$ cat config.mk
export PLATFORM = sky130hd
export DESIGN_NAME = fifo_wptr_ctrl
export DESIGN_NICKNAME = d
export VERILOG_FILES = /design/src/rtl/fifo_wptr_ctrl.sv
export SDC_FILE = /design/constraint.sdc
export NUM_CORES = 1
export LEC_CHECK = 0
export ABC_CLOCK_PERIOD_IN_PS = 3200
export CAP_MARGIN = 20
export CORE_MARGIN = 4
export CORE_UTILIZATION = 25
export DETAILED_ROUTE_END_ITERATION = 8
export DONT_BUFFER_PORTS = 1
export GPL_TIMING_DRIVEN = 0
export PLACE_DENSITY_LB_ADDON = 0.05
export REMOVE_ABC_BUFFERS = 1
export SYNTH_ARGS = -nofsm -noshare
export SYNTH_HDL_FRONTEND = slang
export SYNTH_SLANG_ARGS = --single-unit
$ cat constraint.sdc
create_clock -name wclk -period 3.2 [get_ports wclk]
set_input_delay 0.48 -clock wclk [delete_from_list [all_inputs] [get_ports wclk]]
set_output_delay 0.48 -clock wclk [all_outputs]
set_load 0.05 [all_outputs]
$ cat src/rtl/fifo_wptr_ctrl.sv
// Write-domain half of the async FIFO: owns the write pointer, publishes it in Gray code,
// and turns the synchronised read pointer into full / almost_full / fill-count flags.
module fifo_wptr_ctrl #(
  parameter int ADDR_WIDTH   = 4,
  parameter int AFULL_THRESH = 12,
  parameter int SYNC_STAGES  = 2
) (
  input  logic                  wclk,
  input  logic                  wrst,
  input  logic                  wclk_en,
  input  logic [ADDR_WIDTH:0]   rptr_gray,
  input  logic                  clr_overflow,
  output logic [ADDR_WIDTH-1:0] waddr,
  output logic [ADDR_WIDTH:0]   wptr_gray,
  output logic                  full,
  output logic                  almost_full,
  output logic [ADDR_WIDTH:0]   wr_count,
  output logic                  overflow
);

  localparam int AW = ADDR_WIDTH;
  localparam logic [AW:0] AF_TH = (AW+1)'(AFULL_THRESH);

  logic [SYNC_STAGES-1:0][AW:0] sync_q;
  logic [AW:0] wbin, wbin_next, wgray_next;
  logic [AW:0] rq_gray, rq_bin, full_tgt, fill_next;
  logic        wr_acc;

  always_ff @(posedge wclk or posedge wrst) begin
    if (wrst) sync_q <= '0;
    else      sync_q <= {sync_q[SYNC_STAGES-2:0], rptr_gray};
  end

  assign rq_gray = sync_q[SYNC_STAGES-1];

  always_comb begin
    rq_bin = '0;
    for (int i = 0; i <= AW; i++) rq_bin[i] = ^(rq_gray >> i);
  end

  // Same qualifier the memory uses, so pointer and data never disagree.
  assign wr_acc     = wclk_en & ~full;
  assign wbin_next  = wbin + {{AW{1'b0}}, wr_acc};
  assign wgray_next = wbin_next ^ (wbin_next >> 1);
  // Full when the writer is exactly one lap ahead: top two Gray bits inverted, rest equal.
  assign full_tgt   = {~rq_gray[AW:AW-1], rq_gray[AW-2:0]};
  assign fill_next  = wbin_next - rq_bin;

  always_ff @(posedge wclk or posedge wrst) begin
    if (wrst) begin
      wbin        <= '0;
      waddr       <= '0;
      wptr_gray   <= '0;
      full        <= 1'b0;
      almost_full <= 1'b0;
      wr_count    <= '0;
      overflow    <= 1'b0;
    end else begin
      wbin        <= wbin_next;
      waddr       <= wbin_next[AW-1:0];
      wptr_gray   <= wgray_next;
      full        <= (wgray_next == full_tgt);
      almost_full <= (fill_next >= AF_TH);
      wr_count    <= fill_next;
      overflow    <= (wclk_en & full) | (overflow & ~clr_overflow);
    end
  end

endmodule

==> results.cfg, run 1 <==
[run_status]
status = finished clean

[global_routing]
met3_usage_pct = 3.56
grt.met1_usage_pct = 10.4
grt_first_pass_wirelength_um = 3820
met2_usage_pct = 12.8
grt.total_usage_pct = 8.14
grt_max_degree = 17
grt_busiest_layer = met2
grt_overflow = 0
antenna_found_initial = 0
grt_pass1_vias = 748

[worst_setup_path]
cp-start-kind = flip-flop
critPathArrivalTime_ns = 3.09
worst-path-max-fanout = 6
timing.rr.start = rq_gray[4]
cp_slowest_cell = xor3_2
reg2reg_slack_ns = 0.27
reg2reg_depth = 10
end_kind = flip-flop
cp_slowest_stage_delay_ns = 0.58
cp-endpoint = almost_full
crit_buf_inv = 1
crit_type = flip-flop to flip-flop
crit_required_ns = 3.35
path_cells = xor3_2 -> xnor2_4 -> xnor2_1 -> ha_1 -> inv_1 -> ha_1 -> a211oi_1 -> o211ai_1 -> and3_2 -> or3_1
worstReg2RegEnd = almost_full
crit_path_frequent_cell = ha_1
cp_top_family = XOR/XNOR gates
cp_num_cells = 10
startpoint = rq_gray[4]

[floorplan]
coreArea_mm2 = 0.00475
die_y_um = 78.3
initial_core_util_pct = 26.0
die_w_um = 78.3
row_count = 25
die_area_mm2 = 0.00613
io_pins = 26

[synth]
synth_cell_type_count = 29
synth_xor_area_share_pct = 18.8
synth_compound_area_share_pct = 7.89
muxShareOfSynthArea_pct = 1.72
syn_area_per_cell_um2 = 12.5
synthAdderAreaFrac_pct = 5.06
ys_ff_latch = 27
netlist_area_mm2 = 0.00124
ys_seq_area_share_pct = 54.7
synth-simple-area-share_pct = 9.11
synth_top_family_by_area = XOR/XNOR gates
synth_warnings = 0
syn_inst = 99

[placed_design]
dp_hpwl_um = 1810
port_buffers = 0
dpl.cell_count = 166
place_ws_ns = -0.0354
gp_congestion = 0.700

[layout]
syn_to_final_growth_pct = 16.6
multi_input_area_um2 = 564
layout_common_cells = dfrtp_1, xnor2_1, inv_1, nor2_1
layout-drive-gt1-share_pct = 17.0
fin_cells = 173
seqCellArea_um2 = 677
diodes = 0
layout_commonest_cell = dfrtp_1
fill_cells = 510
nets = 121

[cts]
insertion_delay_ns = 0.27
numClockSinks = 27
cts_tree = yes
clkTransAtPathRegs_ns = 0.10
cts_root_buf = clkbuf_8
cts.htree.levels = 1
cts_buffer_depth = 2
cts_made_buffers = 3
holdBufCountCts = 0

[hold_path]
hp-class = input pin to async pin

[sta]
fin_crit_ns = 2.93
grt_setup_unrepaired = false
setup_viol = 0
finalHoldViolations = 0
fin_crit_sh_pct = 91.7
fmax_mhz = 341
worst_clock_skew_ns = 0.00337
drv_slew = 0
fin_ws_ns = 0.265
worst_pin_slew_ns = 0.690
relSlewSlack_pct = 54.0

[drt]
drc = 0
dr.pass1.iters = 3
detail-route-antenna-nets = 0
vias = 696
vias_per_cell = 4.02
wirelength_um = 2350
initialDrtViolationCount = 26
wl_per_cell_um = 13.6

[flow_run]
drv_cap = 0
state kept, by name, indices dropped and copies added, names as in the netlist:
name         flops
almost_full      1
full             1
overflow         1
rq_gray          5
sync_q           5
wbin             5
wptr_gray        4
wr_count         5
cells by family (layout without fill, tap and decap cells):
group,Yosys count,after routing
adder cells (fa/ha/maj),5,5
multiplexers,2,2
AND/OR/NAND/NOR,22,22
XOR/XNOR,23,23
flip-flops,27,27
buffers and inverters,9,16
AO/OA/AOI/OAI,11,11
Yosys cell counts:
cell       n  area share [%]
a211oi_1   1            0.61
a21o_1     1            0.61
and3b_1    1            0.71
a2111o_1   2             1.8
a21oi_1    1            0.40
xor2_1     6             4.3
a311oi_2   1             1.2
nor2_1     6             1.8
o21ai_0    1            0.40
and3_2     1            0.61
dfrtp_1   27              55
nand3_1    3             1.2
xor3_2     1             2.0
mux2_2     1            0.91
nor3b_1    2             1.2
xnor2_2    1             1.3
ha_1       5             5.1
or2_2      1            0.51
o2111a_1   1            0.91
nor2b_1    2             1.0
a31o_1     1            0.71
xnor2_1   14             9.9
mux2i_1    1            0.81
clkbuf_1   1            0.30
xor2_2     1             1.3
nand2_1    5             1.5
or3_1      1            0.51
o211ai_1   2             1.2
inv_1      8             2.4
worst min-delay path by stage:
stage / from / to / slack [ns] / cells past startpoint
6_report: wrst / rq_gray[2] / 0.15 / 1
5_1_grt: wrst / rq_gray[2] / 0.19 / 1
4_1_cts: wrst / rq_gray[2] / 0.16 / 1
3_5_place_dp: sync_q[4] / rq_gray[4] / 0.33 / 0
3_3_place_gp: sync_q[0] / rq_gray[0] / 0.33 / 0
2_1_floorplan: sync_q[0] / rq_gray[0] / 0.33 / 0
through the flow:
step | cell area (um2) | hold WS (ns) | util [%] | TNS [ns]
after global routing | 1440 | 0.191 | 30.3 | 0
after global placement | 1320 | 0.333 | 27.7 | -0.0196
after CTS | 1390 | 0.161 | 29.3 | 0
after detailed placement | 1330 | 0.335 | 28.0 | -0.0354
after floorplan | 1230 | 0.331 | - | 0
final | 1440 | 0.148 | 30.3 | 0
layout make-up:
cell class	instances	area share, %
Multi-Input combinational cell	63	39.1
Clock inverter	1	0.521
Clock buffer	3	2.86
Tap cell	67	5.82
Inverter	8	2.08
Sequential cell	27	47.0
Timing Repair Buffer	4	2.60
what timing repair did:
action                                  4_1_cts  5_1_grt
gates resized for setup                       1        4
setup buffers                                 0        3
endpoints found under the setup margin        1        1
endpoints found under the hold margin         0        0
pin swaps                                     0        0
layer usage:
metal  up-vias  wire length [um]
li1        342                 -
met1       332              1130
met2        20              1060
met3         2               147
met4         0                19
met5         -                 0
Power of run 1 is left out: the tool's default activity adds up to more than one toggle a clock period on the data nets, which glitch-free logic cannot reach.
==> run 2: changes to the inputs <==
- CTS_BUF_LIST: unset -> sky130_fd_sc_hd__clkbuf_2 sky130_fd_sc_hd__clkbuf_4 sky130_fd_sc_hd__clkbuf_8
- SLEW_MARGIN: unset -> 40
==> results.cfg, run 2 (synthesis results as in run 1) <==
[run_status]
status = finished clean

[sta]
finalHoldViolations = 0
grt_setup_unrepaired = false
worst_pin_slew_ns = 0.699
setup_viol = 0
relSlewSlack_pct = 53.4
fin_crit_sh_pct = 92.6
fin_crit_ns = 2.96
worst_clock_skew_ns = 0.00222
drv_slew = 0
fmax_mhz = 337

[floorplan]
row_count = 25
io_pins = 26
coreArea_mm2 = 0.00475
die_y_um = 78.3
die_w_um = 78.3
die_area_mm2 = 0.00613
initial_core_util_pct = 26.0

[worst_setup_path]
crit_required_ns = 3.36
cp-start-kind = flip-flop
end_kind = flip-flop
worst-path-max-fanout = 8
crit_type = flip-flop to flip-flop
cp_slowest_stage_delay_ns = 0.60
reg2reg_slack_ns = 0.24
critPathArrivalTime_ns = 3.12
path_cells = and3b_1 -> ha_1 -> xor2_4 -> ha_1 -> a31o_1 -> a311oi_2 -> nor3b_1 -> or3_1
crit_path_frequent_cell = ha_1
cp_slowest_cell = dfrtp_1

[hold_path]
hp-class = input pin to async pin

[cts]
clkTransAtPathRegs_ns = 0.10
cts_made_buffers = 3
cts_tree = yes
numClockSinks = 27
cts_buffer_depth = 2
cts.htree.levels = 1
cts_root_buf = clkbuf_8
insertion_delay_ns = 0.27

[drt]
dr.pass1.iters = 4
vias = 708
drc = 0
initialDrtViolationCount = 20
wl_per_cell_um = 13.3
detail-route-antenna-nets = 0
wirelength_um = 2320
vias_per_cell = 4.05

[layout]
diodes = 0
postLayoutCoreUtil_pct = 30.5
layout_common_cells = dfrtp_1, xnor2_1, inv_1, nor2_1, buf_4
layout-drive-gt1-share_pct = 19.4
layout_commonest_cell = dfrtp_1
fin_cells = 175
nets = 123
design_area_mm2 = 0.00145
syn_to_final_growth_pct = 17.2

[placed_design]
place_area_mm2 = 0.00132
dpl.cell_count = 165
gp_congestion = 0.700
dp_hpwl_um = 1710
port_buffers = 0

[flow_run]
drv_cap = 0

[global_routing]
grt.total_usage_pct = 8.17
grt_pass1_vias = 729
grt_max_degree = 28
grt_overflow = 0
grt_first_pass_wirelength_um = 3870
antenna_found_initial = 0
run 2: repair_timing:
item | in CTS | in global routing
endpoints found under the setup margin | 1 | 1
gates resized for setup | 1 | 4
hold buffers | 0 | 0
hold endpoints to repair | 0 | 0
setup buffers | 0 | 6
run 2: final cells by class:
type / count / area (um2)
clock buffer: 3 / 41.3
clock inverter: 1 / 7.51
fill: 512 / 3310
inverter: 8 / 30.0
multi-input combinational: 63 / 564
sequential: 27 / 677
tap: 67 / 83.8
timing repair buffer: 6 / 45.0
run 2: final timing paths:
kind | cells after the start | from | to
setup / recovery | 8 | full | almost_full
hold / removal | 1 | wrst | sync_q[2]
setup reg to reg | 8 | full | almost_full
hold reg to reg | 0 | sync_q[0] | rq_gray[0]
max in group asynchronous | 1 | wrst | wbin[0]
min in group wclk | 0 | rptr_gray[1] | sync_q[1]
run 2: through the flow:
stage,hold slack (ns),worst slack (ns),TNS [ns]
after global routing,0.177,0.0102,0
final,0.133,0.237,0
after global placement,0.333,-0.0196,-0.0196
after detailed placement,0.335,-0.0342,-0.0342
after CTS,0.156,0.0738,0
after floorplan,0.331,0.332,0
run 2: metal layers:
layer / track usage [%] / share of wire [%] / vias up
met5: 0 / 0 / -
met4: 1.57 / 0.82 / 0
met3: 3.33 / 6.3 / 2
li1: - / - / 349
met2: 12.9 / 45 / 21
met1: 10.6 / 47 / 336
run 2: critical path: cells and delay by family, from the launching register on:
family	cells	cell delay [ns]
AOI/OAI and AO/OA	2	0.49
xor gates and xnor gates	1	0.28
adders and majority gates	2	0.62
DFF	1	0.60
and+or+nand+nor	3	0.86
Power of run 2 is left out for the same reason.
